**config.mk**
```make
export PLATFORM = sky130hd
export DESIGN_NAME = mmi_ctrl_bank_flat
export DESIGN_NICKNAME = d
export VERILOG_FILES = /design/src/rtl/mmi_pkg.sv /design/src/rtl/mmi_ctrl_bank_if.sv /design/src/rtl/mmi_cmd_fifo.sv /design/src/rtl/mmi_ctrl_bank.sv /design/src/flat_wrapper.sv
export SDC_FILE = /design/constraint.sdc
export NUM_CORES = 1
export LEC_CHECK = 0
export ABC_AREA = 1
export CAP_MARGIN = 20
export CORE_MARGIN = 4
export CORE_UTILIZATION = 30
export CTS_BUF_LIST = sky130_fd_sc_hd__clkbuf_2 sky130_fd_sc_hd__clkbuf_4 sky130_fd_sc_hd__clkbuf_8
export DETAILED_ROUTE_END_ITERATION = 8
export GPL_TIMING_DRIVEN = 0
export SYNTH_ARGS = -nofsm -noshare
export SYNTH_HDL_FRONTEND = slang
export SYNTH_SLANG_ARGS = --single-unit
```
**constraint.sdc**
```tcl
create_clock -name clk -period 5.7 [get_ports clk]
set_input_delay 0.57 -clock clk [delete_from_list [all_inputs] [get_ports clk]]
set_output_delay 0.57 -clock clk [all_outputs]
set_load 0.03 [all_outputs]
```
**src/rtl/mmi_pkg.sv**
```systemverilog
// Shared definitions for the MMI control bank: register map offsets, STATUS bit
// positions and the command entry carried through the command FIFO.
package mmi_pkg;

    localparam int unsigned OFS_DATA  = 0;
    localparam int unsigned OFS_CMD   = 4;
    localparam int unsigned OFS_ADDR  = 8;
    localparam int unsigned OFS_DEST  = 12;
    localparam int unsigned STRIDE    = 16;

    localparam int unsigned STS_EMPTY   = 0;
    localparam int unsigned STS_FULL    = 1;
    localparam int unsigned STS_OVF     = 2;
    localparam int unsigned STS_CNT_LSB = 8;
    localparam int unsigned STS_CNT_W   = 5;

    localparam int unsigned CH_W = 3;

    typedef struct packed {
        logic [CH_W-1:0] ch;
        logic [7:0]      cmd;
        logic [7:0]      data;
        logic [15:0]     addr_th;
        logic [15:0]     addr_src;
        logic [15:0]     addr_dest;
    } cmd_entry_t;

    localparam int unsigned ENTRY_W = $bits(cmd_entry_t);

    // Word index of a register inside its channel block.
    function automatic logic [1:0] reg_word(input int unsigned ofs);
        return 2'(ofs / 4);
    endfunction

endpackage

```
**src/rtl/mmi_ctrl_bank_if.sv**
```systemverilog
// CPU store/load port and peripheral command handshake of the MMI control bank.
interface mmi_ctrl_bank_if;

    logic        valid;
    logic [3:0]  wen;
    logic [31:0] addr;
    logic [31:0] i_data;
    logic [31:0] o_rdata;

    logic        o_valid;
    logic        i_ready;
    logic [2:0]  o_ch;
    logic [7:0]  o_command;
    logic [7:0]  o_data;
    logic [15:0] o_addr_th;
    logic [15:0] o_addr_src;
    logic [15:0] o_addr_dest;
    logic        o_overflow;

    modport master (
        output valid, wen, addr, i_data, i_ready,
        input  o_rdata, o_valid, o_ch, o_command, o_data,
               o_addr_th, o_addr_src, o_addr_dest, o_overflow
    );

    modport slave (
        input  valid, wen, addr, i_data, i_ready,
        output o_rdata, o_valid, o_ch, o_command, o_data,
               o_addr_th, o_addr_src, o_addr_dest, o_overflow
    );

endinterface

```
**src/rtl/mmi_cmd_fifo.sv**
```systemverilog
// Show-ahead command FIFO with registered head outputs; the head register is loaded
// with whatever entry will be at the front after this cycle's pop/push.
module mmi_cmd_fifo #(
    parameter int unsigned WIDTH = 8,
    parameter int unsigned DEPTH = 4
) (
    input  logic                   clk,
    input  logic                   rst,
    input  logic                   push,
    input  logic [WIDTH-1:0]       push_data,
    input  logic                   pop,
    output logic                   head_valid,
    output logic [WIDTH-1:0]       head_data,
    output logic [$clog2(DEPTH):0] count,
    output logic                   full_c,
    output logic                   empty_c
);

    localparam int unsigned PTR_W = $clog2(DEPTH);
    localparam int unsigned CNT_W = $clog2(DEPTH) + 1;

    logic [WIDTH-1:0] mem [DEPTH];
    logic [PTR_W-1:0] rd_ptr;
    logic [PTR_W-1:0] wr_ptr;

    logic             pop_ok_c;
    logic             push_ok_c;
    logic [PTR_W-1:0] rd_next_c;
    logic [CNT_W-1:0] kept_c;
    logic [CNT_W-1:0] cnt_next_c;
    logic [WIDTH-1:0] head_next_c;

    assign full_c  = (count == CNT_W'(DEPTH));
    assign empty_c = (count == '0);

    // A push on a full FIFO is only taken when the head leaves in the same cycle.
    always_comb begin
        pop_ok_c    = pop && head_valid;
        push_ok_c   = push && (!full_c || pop_ok_c);
        rd_next_c   = rd_ptr + PTR_W'(pop_ok_c);
        kept_c      = count - CNT_W'(pop_ok_c);
        cnt_next_c  = kept_c + CNT_W'(push_ok_c);
        head_next_c = '0;
        if (cnt_next_c == '0) begin
            head_next_c = '0;
        end else if (kept_c == '0) begin
            head_next_c = push_data;
        end else begin
            head_next_c = mem[rd_next_c];
        end
    end

    always_ff @(posedge clk or posedge rst) begin
        if (rst) begin
            rd_ptr     <= '0;
            wr_ptr     <= '0;
            count      <= '0;
            head_valid <= 1'b0;
            head_data  <= '0;
        end else begin
            rd_ptr     <= rd_next_c;
            count      <= cnt_next_c;
            head_valid <= (cnt_next_c != '0);
            head_data  <= head_next_c;
            if (push_ok_c) begin
                wr_ptr <= wr_ptr + PTR_W'(1);
            end
        end
    end

    // Storage needs no reset: occupancy alone decides what is valid.
    always_ff @(posedge clk) begin
        if (push_ok_c) begin
            mem[wr_ptr] <= push_data;
        end
    end

endmodule

```
**src/rtl/mmi_ctrl_bank.sv**
```systemverilog
// Memory-mapped MMI control bank: per-channel DATA/CMD/ADDR/DEST registers, CMD-triggered
// command snapshots into mmi_cmd_fifo, STATUS with W1C overflow. MMI_READBACK_EN enables readback.
module mmi_ctrl_bank
    import mmi_pkg::*;
#(
    parameter logic [31:0] BASE_ADDR  = 32'h0000_0014,
    parameter int unsigned NUM_CH     = 2,
    parameter int unsigned FIFO_DEPTH = 4
) (
    input  logic            clk,
    input  logic            rst,
    mmi_ctrl_bank_if.slave  bus
);

    localparam int unsigned CNT_W  = $clog2(FIFO_DEPTH) + 1;
    localparam int unsigned SPAN_W = NUM_CH * STRIDE / 4;
    localparam logic [1:0]  W_DATA = reg_word(OFS_DATA);
    localparam logic [1:0]  W_CMD  = reg_word(OFS_CMD);
    localparam logic [1:0]  W_ADDR = reg_word(OFS_ADDR);
    localparam logic [1:0]  W_DEST = reg_word(OFS_DEST);

    logic [7:0]  data_q [NUM_CH];
    logic [15:0] th_q   [NUM_CH];
    logic [15:0] src_q  [NUM_CH];
    logic [15:0] dest_q [NUM_CH];
`ifdef MMI_READBACK_EN
    logic [7:0]  cmd_q  [NUM_CH];
`endif

    logic [29:0]      off_c;
    logic             in_ch_c;
    logic             is_status_c;
    logic [CH_W-1:0]  sel_ch_c;
    logic [1:0]       sel_reg_c;
    logic             wr_c;
    logic             rd_c;
    logic             cmd_push_c;
    logic             pop_c;
    logic             drop_c;
    logic             ovf_clr_c;
    cmd_entry_t       entry_c;
    cmd_entry_t       head;
    logic             head_valid;
    logic [CNT_W-1:0] count;
    logic             full_c;
    logic             empty_c;
    logic [31:0]      status_c;
    logic [31:0]      rdata_c;
    logic [31:0]      rdata_q;
    logic             ovf_q;
    logic             unused_c;

    assign unused_c = ^bus.addr[1:0];

    // Word-granular decode relative to the bank base; addresses below base wrap far out of range.
    always_comb begin
        off_c       = bus.addr[31:2] - BASE_ADDR[31:2];
        in_ch_c     = (off_c < 30'(SPAN_W));
        is_status_c = (off_c == 30'(SPAN_W));
        sel_ch_c    = off_c[4:2];
        sel_reg_c   = off_c[1:0];
        wr_c        = bus.valid && (bus.wen != 4'b0000);
        rd_c        = bus.valid && (bus.wen == 4'b0000);
        cmd_push_c  = wr_c && in_ch_c && (sel_reg_c == W_CMD) && bus.wen[0];
        pop_c       = head_valid && bus.i_ready;
        drop_c      = cmd_push_c && full_c && !pop_c;
        ovf_clr_c   = wr_c && is_status_c && bus.wen[0] && bus.i_data[STS_OVF];
    end

    // Snapshot uses register values held before this edge, so a same-cycle write is not seen.
    always_comb begin
        entry_c     = '0;
        entry_c.ch  = sel_ch_c;
        entry_c.cmd = bus.i_data[7:0];
        for (int c = 0; c < int'(NUM_CH); c++) begin
            if (sel_ch_c == CH_W'(c)) begin
                entry_c.data      = data_q[c];
                entry_c.addr_th   = th_q[c];
                entry_c.addr_src  = src_q[c];
                entry_c.addr_dest = dest_q[c];
            end
        end
    end

    always_ff @(posedge clk or posedge rst) begin
        if (rst) begin
            for (int c = 0; c < int'(NUM_CH); c++) begin
                data_q[c] <= '0;
                th_q[c]   <= '0;
                src_q[c]  <= '0;
                dest_q[c] <= '0;
`ifdef MMI_READBACK_EN
                cmd_q[c]  <= '0;
`endif
            end
        end else if (wr_c && in_ch_c) begin
            for (int c = 0; c < int'(NUM_CH); c++) begin
                if (sel_ch_c == CH_W'(c)) begin
                    case (sel_reg_c)
                        W_DATA: if (bus.wen[0]) data_q[c] <= bus.i_data[7:0];
                        W_CMD: begin
`ifdef MMI_READBACK_EN
                            if (bus.wen[0]) cmd_q[c] <= bus.i_data[7:0];
`endif
                        end
                        W_ADDR: begin
                            if (bus.wen[0]) th_q[c][7:0]   <= bus.i_data[7:0];
                            if (bus.wen[1]) th_q[c][15:8]  <= bus.i_data[15:8];
                            if (bus.wen[2]) src_q[c][7:0]  <= bus.i_data[23:16];
                            if (bus.wen[3]) src_q[c][15:8] <= bus.i_data[31:24];
                        end
                        W_DEST: begin
                            if (bus.wen[0]) dest_q[c][7:0]  <= bus.i_data[7:0];
                            if (bus.wen[1]) dest_q[c][15:8] <= bus.i_data[15:8];
                        end
                        default: ;
                    endcase
                end
            end
        end
    end

    mmi_cmd_fifo #(
        .WIDTH (ENTRY_W),
        .DEPTH (FIFO_DEPTH)
    ) u_fifo (
        .clk        (clk),
        .rst        (rst),
        .push       (cmd_push_c),
        .push_data  (entry_c),
        .pop        (pop_c),
        .head_valid (head_valid),
        .head_data  (head),
        .count      (count),
        .full_c     (full_c),
        .empty_c    (empty_c)
    );

    always_comb begin
        status_c                                = '0;
        status_c[STS_EMPTY]                     = empty_c;
        status_c[STS_FULL]                      = full_c;
        status_c[STS_OVF]                       = ovf_q;
        status_c[STS_CNT_LSB +: STS_CNT_W]      = STS_CNT_W'(count);
    end

    always_comb begin
        rdata_c = '0;
        if (rd_c) begin
            if (is_status_c) begin
                rdata_c = status_c;
            end
`ifdef MMI_READBACK_EN
            else if (in_ch_c) begin
                for (int c = 0; c < int'(NUM_CH); c++) begin
                    if (sel_ch_c == CH_W'(c)) begin
                        case (sel_reg_c)
                            W_DATA:  rdata_c = {24'h0, data_q[c]};
                            W_CMD:   rdata_c = {24'h0, cmd_q[c]};
                            W_ADDR:  rdata_c = {src_q[c], th_q[c]};
                            W_DEST:  rdata_c = {16'h0, dest_q[c]};
                            default: rdata_c = '0;
                        endcase
                    end
                end
            end
`endif
        end
    end

    // A drop in the same cycle as a W1C leaves the flag set.
    always_ff @(posedge clk or posedge rst) begin
        if (rst) begin
            rdata_q <= '0;
            ovf_q   <= 1'b0;
        end else begin
            rdata_q <= rdata_c;
            if (drop_c) begin
                ovf_q <= 1'b1;
            end else if (ovf_clr_c) begin
                ovf_q <= 1'b0;
            end
        end
    end

    assign bus.o_rdata     = rdata_q;
    assign bus.o_overflow  = ovf_q;
    assign bus.o_valid     = head_valid;
    assign bus.o_ch        = head.ch;
    assign bus.o_command   = head.cmd;
    assign bus.o_data      = head.data;
    assign bus.o_addr_th   = head.addr_th;
    assign bus.o_addr_src  = head.addr_src;
    assign bus.o_addr_dest = head.addr_dest;

endmodule

```
**src/flat_wrapper.sv**
```systemverilog
// flat-port wrapper written by rule: the top's interface ports become plain ports
module mmi_ctrl_bank_flat import mmi_pkg::*;
#(
    parameter logic [31:0] BASE_ADDR  = 32'h0000_0014,
    parameter int unsigned NUM_CH     = 2,
    parameter int unsigned FIFO_DEPTH = 4
)
  (clk, rst, bus_valid, bus_wen, bus_addr, bus_i_data, bus_i_ready, bus_o_rdata, bus_o_valid, bus_o_ch, bus_o_command, bus_o_data, bus_o_addr_th, bus_o_addr_src, bus_o_addr_dest, bus_o_overflow);
  mmi_ctrl_bank_if bus_i ();
  input  logic clk;
  input  logic rst;
  input wire logic [$bits(bus_i.valid)-1:0] bus_valid;
  input wire logic [$bits(bus_i.wen)-1:0] bus_wen;
  input wire logic [$bits(bus_i.addr)-1:0] bus_addr;
  input wire logic [$bits(bus_i.i_data)-1:0] bus_i_data;
  input wire logic [$bits(bus_i.i_ready)-1:0] bus_i_ready;
  output wire logic [$bits(bus_i.o_rdata)-1:0] bus_o_rdata;
  output wire logic [$bits(bus_i.o_valid)-1:0] bus_o_valid;
  output wire logic [$bits(bus_i.o_ch)-1:0] bus_o_ch;
  output wire logic [$bits(bus_i.o_command)-1:0] bus_o_command;
  output wire logic [$bits(bus_i.o_data)-1:0] bus_o_data;
  output wire logic [$bits(bus_i.o_addr_th)-1:0] bus_o_addr_th;
  output wire logic [$bits(bus_i.o_addr_src)-1:0] bus_o_addr_src;
  output wire logic [$bits(bus_i.o_addr_dest)-1:0] bus_o_addr_dest;
  output wire logic [$bits(bus_i.o_overflow)-1:0] bus_o_overflow;
  assign bus_i.valid = bus_valid;
  assign bus_i.wen = bus_wen;
  assign bus_i.addr = bus_addr;
  assign bus_i.i_data = bus_i_data;
  assign bus_i.i_ready = bus_i_ready;
  assign bus_o_rdata = bus_i.o_rdata;
  assign bus_o_valid = bus_i.o_valid;
  assign bus_o_ch = bus_i.o_ch;
  assign bus_o_command = bus_i.o_command;
  assign bus_o_data = bus_i.o_data;
  assign bus_o_addr_th = bus_i.o_addr_th;
  assign bus_o_addr_src = bus_i.o_addr_src;
  assign bus_o_addr_dest = bus_i.o_addr_dest;
  assign bus_o_overflow = bus_i.o_overflow;
  mmi_ctrl_bank #(.BASE_ADDR(BASE_ADDR), .NUM_CH(NUM_CH), .FIFO_DEPTH(FIFO_DEPTH)) u_core (.clk(clk), .rst(rst), .bus(bus_i));
endmodule
```
==> metrics.yaml, run 1 <==
run_status:
  status: "complete, no violations"
setup_path:
  start_kind: "input pin"
  r2r_slack_ns: 1.73
  required_ns: 6.15
  worst_setup_path_end_kind: "flip-flop"
  cp-endpoint: "u_core.u_fifo.head_data[31]"
  crit_fanout: 10
  regToRegStartpoint: "u_core.u_fifo.head_valid"
  reg2reg_to: "u_core.u_fifo.head_data[31]"
  reg2regPathDepth: 13
  critPathLaunch: "bus_addr[3]"
  arrival_ns: 5.75
  path_class: "in -> reg"
die:
  core_um2: 66000
  die_w_um: 266
  fp.dieArea_um2: 71000
  ioPinCount: 173
  row_count: 94
  initial_utilization: 0.304
  die_h_um: 266
placed_design:
  io_buffer_count: 144
  dp.cells: 2816
  gp_congestion: 0.852
  dp_hpwl_um: 41000
final_layout:
  final-instance-count-excl-fill: 2953
  area_delta_synth_final_pct: 22.0
  post-route-util: 0.371
  drive_above_1_share: 0.112
  nets: 2109
  fillers: 6384
yosys:
  synth_seq_cells: 462
  synth_top_cell_area_share: 0.402
  synthArstFlopShare: 0.420
  yosys-top-cells-area: "edfxtp_1 40%, dfrtp_1 24%, nand2_1 9.5%"
  yosysWarnings: 0
  netlist_instances: 1770
  synthFlopType: "edfxtp_1"
  synth_largest_area_cell: "edfxtp_1"
  synth_edf_count: 268
  ys_seq_area_frac: 0.644
  synth_cell_types: 37
  synth_area_um2: 20000
  postSynthAreaPerCell_um2: 11.3
clock_network:
  ctsHoldBuffers: 0
  worstSkewPairLatency_ns: 0.65
  cts_inserted_buffers: 74
  h-tree-depth: 3
  clock_sinks: 462
  cts.clk_slew.worst_paths_ns: 0.06
  cts-root-buf: "clkbuf_8"
  cts_setup_buffers: 0
  clockBufferDepth: 3
  cts_tree: "yes"
detailed_routing:
  drc: 0
  dr_total_vias: 14500
  ant_nets: 0
  dr.pass1.iters: 5
  drt_iter0_drc: 1226
  wl_per_cell_um: 19.7
  wl_um: 58300
  viasPerCell: 4.91
grt:
  track_usage: 0.162
  grt_pass1_vias: 14700
  grt_pass1_wl_um: 88500
  overflow: 0
  antenna_found_initial: 1
  grt_max_degree: 43
sta:
  layout_worst_path_cycle_share: 0.930
  tightest_slew_ns: 0.988
  drv_slew: 0
  finalWorstPathRequiredPeriod_ns: 5.30
  skew_ns: 0.0340
  fmax_mhz: 189
  setup_viol: 0
  rsz0062_at_grt: "false"
  hold_violations: 0
  relSlewSlack: 0.337
pwr:
  p_int_mw: 6.58
  p_seq_frac: 0.368
  sw_frac_of_total: 0.368
  p_leak_nw: 11.0
  ir_worst_vdd_uv: 230
  p_switching_mw: 3.83
  p_total_mw: 10.4
  power_per_cell_area_nw_per_um2: 425
  power_frac_comb: 0.356
  p_clk_frac: 0.276
worst_hold_path:
  hp-class: "in -> async"
run:
  drv_cap: 0
==> cell usage after synthesis (2+ instances only) <==
cell and n:
nand2_2 4, ha_1 9, nor2_4 6, buf_1 22
o21ai_1 3, o21ai_0 5, xnor2_1 3, a21oi_1 65
buf_2 16, o211ai_1 2, nand4_1 127, nor3_1 9
nor2_2 5, nand4_4 11, clkbuf_1 51, nand3_1 90
mux2i_1 132, nor2_1 74, inv_2 4, inv_1 60
buf_4 32, dfrtp_1 194, mux2_2 2, a22o_1 56
edfxtp_1 268, nand2_1 509
==> flip-flops by register name (all words and copies together), names as in the netlist <==
signal / flops
u_core.u_fifo.head_valid: 1
u_core.bus.o_rdata: 6
u_core.u_fifo.count: 3
u_core.bus.o_overflow: 1
u_core.u_fifo.rd_ptr: 2
u_core.data_q: 16
u_core.th_q: 32
u_core.dest_q: 32
u_core.u_fifo.mem: 268
u_core.u_fifo.head_data: 67
u_core.u_fifo.wr_ptr: 2
u_core.src_q: 32
==> cell families after synthesis <==
group,count (synthesis),synth area share
buffers and inverters,188,0.0432
XOR/XNOR,3,0.00131
AO/OA/AOI/OAI,132,0.0438
AND/OR/NAND/NOR,841,0.195
multiplexers,134,0.0670
adder cells (fa/ha/maj),9,0.00562
other,1,0.000187
flip-flops,462,0.644
==> area by class of cell <==
cell class / count / area (um^2) / share of cell area
plain buffers: 124 / 626 / 0.0256
well taps: 864 / 1080 / 0.0442
flip-flops and latches: 462 / 12900 / 0.527
clock buffers: 111 / 1360 / 0.0555
repair buffers: 157 / 1700 / 0.0696
multi-input cells: 1145 / 6400 / 0.262
clock inverters: 24 / 140 / 0.00573
inverters: 64 / 244 / 0.00997
diodes: 2 / 5.00 / 0.000205
==> stage by stage <==
step | hold WS (ns) | worst slack [ns] | TNS (ns) | instance area (um^2)
floorplan | 0.442 | 0.328 | 0 | 20100
global placement | 0.454 | -3.59 | -936.08 | 22700
detailed placement | 0.459 | -0.611 | -19.70 | 23000
CTS | 0.254 | 0.0536 | 0 | 24500
global route | 0.286 | 0.113 | 0 | 24500
finish | 0.284 | 0.397 | 0 | 24500
==> routing by layer <==
layer  routed length, um  GRT usage  part of all wire  up-vias
met5                   0          0                 0        -
met4                1660     0.0578             0.029        0
met3                3650     0.0341             0.063      101
met2               27800      0.268              0.48      499
met1               25200      0.213              0.43     7199
li1                    -          -                 -     6704
==> power groups by stage <==
| stage | Combinational (mW) | Clock, mW | Sequential, mW |
|---|---|---|---|
| 3_5_place_dp | 3.73 | 0 | 3.91 |
| 6_report | 3.70 | 2.87 | 3.83 |
| 5_1_grt | 4.00 | 3.09 | 3.85 |
| 2_1_floorplan | 1.90 | 0 | 4.28 |
| 4_1_cts | 3.75 | 2.94 | 3.84 |
| 3_3_place_gp | 3.70 | 0 | 3.91 |
==> how the worst min path moves through the flow <==
stage                      startpoint                           to  slack, ns  cells past startpoint
finish                            rst  u_core.u_fifo.head_data[61]       0.28                      2
global route                      rst  u_core.u_fifo.head_data[61]       0.29                      2
CTS                               rst  u_core.u_fifo.head_data[61]       0.25                      2
detailed placement     u_core.th_q[0]               u_core.th_q[0]       0.46                      2
global placement    u_core.data_q[13]            u_core.data_q[13]       0.45                      2
floorplan            u_core.data_q[0]             u_core.data_q[0]       0.44                      2
==> what timing repair did <==
item                                    in CTS  in global routing
endpoints found under the setup margin       0                 40
gates resized for setup                      0                  1
endpoints found under the hold margin        0                  0
==> placed cells by master, fill, tap and decap left out, drive strengths merged, types with 3 or more instances in the layout <==
master,count
nand2,513
buf,85
a21oi,65
clkbuf,163
nor3,10
xnor2,3
clkdlybuf4s50,144
clkinv,21
inv,63
clkinvlp,3
a22o,56
conb,26
nor2,86
ha,9
dfrtp,194
mux2i,132
edfxtp,268
o21ai,8
nand3,91
nand4,138
==> critical path: stages <==
cell,delay (ns)
clkdlybuf4s50_1,0.54
inv_2,0.10
nand2_1,0.15
nand2_2,0.20
nand2_2,0.11
nor2_2,0.27
nand3_1,0.11
nand2_1,0.07
nand2_1,0.06
nor2_1,0.19
nand2_1,0.16
nor2_8,0.26
buf_8,0.24
nand4_4,0.22
inv_1,0.14
ha_1,0.17
ha_1,0.25
nor3_2,0.58
clkbuf_1,0.62
clkbuf_1,0.55
a21oi_1,0.19
Power figures use the tool's default switching activity.
==> run 2, diff against run 1 <==
- ABC_CLOCK_PERIOD_IN_PS: not set -> 5700
==> results of run 2 <==
The final DEF is identical to that of run 1; final timing and power are the same.
==> run 3, diff against run 2 <==
- CORE_MARGIN: 4 -> not set
==> metrics.yaml, run 3 (synthesized netlist as in run 1, its figures left out) <==
sta:
  relSlewSlack: 0.294
  hold_violations: 0
  skew_ns: 0.0274
  finalWorstPathRequiredPeriod_ns: 5.16
  rsz0062_at_grt: "false"
  drv_slew: 0
  tightest_slew_ns: 1.05
  layout_worst_path_cycle_share: 0.906
  setup_tns_ns: 0
  worst_hold_slack_ns: 0.290
  fmax_mhz: 194
  setup_viol: 0
clock_network:
  worstSkewPairLatency_ns: 0.68
  clockBufferDepth: 3
  clock_sinks: 462
  cts_setup_buffers: 0
  cts_resized: 0
  cts.clk_slew.worst_paths_ns: 0.06
  h-tree-depth: 3
  cts_inserted_buffers: 73
  cts-root-buf: "clkbuf_8"
  ctsHoldBuffers: 0
  cts_tree: "yes"
die:
  core_um2: 66000
  die_h_um: 260
  row_count: 94
  fp.dieArea_um2: 67800
  ioPinCount: 173
  initial_utilization: 0.304
  die_w_um: 260
detailed_routing:
  wl_per_cell_um: 19.5
  dr.pass1.iters: 7
  viasPerCell: 4.89
  dr_total_vias: 14400
  ant_nets: 0
  drc: 16
  drt_iter0_drc: 1154
  wl_um: 57700
placed_design:
  io_buffer_count: 144
  dp_hpwl_um: 40700
  gp_congestion: 0.841
  dp.cells: 2819
grt:
  grt_pass1_vias: 14500
  met2_usage: 0.282
  busiest_layer: "met2"
  overflow: 0
  grt_pass1_wl_um: 87100
  antenna_found_initial: 2
  track_usage: 0.171
  grt_max_degree: 45
  grt.met1_usage: 0.222
  gr-usage-met3: 0.0287
pwr:
  power_per_cell_area_nw_per_um2: 424
  p_leak_nw: 11.0
  ir_worst_vdd_uv: 186
setup_path:
  reg2regPathDepth: 12
  crit_path_top_delay_cell: "clkbuf_1"
  slowest_delay_ns: 0.62
  required_ns: 6.19
  timing.critical_path.mode_cell: "nand2_1"
  reg2reg_to: "u_core.u_fifo.head_data[31]"
  regToRegStartpoint: "u_core.u_fifo.head_valid"
  path_cells: "clkdlybuf4s50_1, inv_2, nand2_1, nand2_2, nand2_2, nor2_2, nand2_1, nand2_1, nand3_1, nor2_1, nand2_1, nor2_8, buf_8, nand4_4, inv_1, ha_1, ha_1, nor3_2, clkbuf_1, clkbuf_1, a21oi_1"
  path_class: "in -> reg"
  worst_setup_path_end_kind: "flip-flop"
  start_kind: "input pin"
  r2r_slack_ns: 1.77
  arrival_ns: 5.65
  crit_fanout: 10
final_layout:
  drive_above_1_share: 0.113
  largest_reg_flops: 268
  post-route-util: 0.372
  final-instance-count-excl-fill: 2955
  area_delta_synth_final_pct: 22.6
  nets: 2111
  final_common_cell: "nand2_1"
  reg_top3: "u_core.u_fifo.mem (268), u_core.u_fifo.head_data (67)"
  mostFrequentLayoutCells: "509 x nand2_1, 268 x edfxtp_1, 194 x dfrtp_1, 144 x clkdlybuf4s50_1, 132 x mux2i_1"
  regMostFlops: "u_core.u_fifo.mem"
worst_hold_path:
  hp-class: "in -> async"
run:
  drv_cap: 0
run_status:
  failed_checks: "design-rule violations"
  status: "complete, but fails checks"
## run 3: stage by stage
step                      power, mW  worst slack [ns]  area (um^2)
final                          10.4             0.539        24600
after global placement         7.61             -3.72        22700
after CTS                      10.5             0.159        24600
after global routing           10.9             0.286        24600
after floorplan                6.18             0.328        20100
after detailed placement       7.65            -0.505        23100
## run 3: per-layer routing
metal	up-vias	wire, um
met5	-	11
met4	2	1690
met3	104	3680
met2	576	27600
met1	7072	24700
li1	6694	-
## run 3: area by class of cell
cell class              instances  area, um^2
clock inverters                29         161
plain buffers                 124         626
fillers                      6389       41400
diodes                          1        2.50
multi-input cells            1145        6400
well taps                     864        1080
flip-flops and latches        462       12900
inverters                      64         244
clock buffers                 106        1350
repair buffers                160        1800
## run 3: how the worst max path moves through the flow
stage	from	end	slack, ns	depth (start not counted)
floorplan	bus_addr[9]	u_core.u_fifo.mem[0][0]	0.33	12
global placement	bus_addr[3]	u_core.u_fifo.mem[2][7]	-3.72	15
detailed placement	bus_addr[3]	u_core.u_fifo.head_data[30]	-0.50	21
CTS	bus_addr[3]	u_core.u_fifo.head_data[30]	0.16	21
global route	bus_addr[3]	u_core.u_fifo.head_data[30]	0.29	21
finish	bus_addr[3]	u_core.u_fifo.head_data[31]	0.54	21
## run 3: worst max-delay path, delay by kind of cell
family          cells  cell delay, ns
simple gates       12            2.25
fa+ha+maj           2            0.41
compound gates      1            0.16
buf+inv             6            2.24
## run 3: report_power, final
part | switching [mW] | total [mW] | internal (mW)
logic | 2.45 | 3.70 | 1.25
clock network | 1.33 | 2.87 | 1.54
registers | 0.0742 | 3.83 | 3.76
total | 3.86 | 10.4 | 6.54
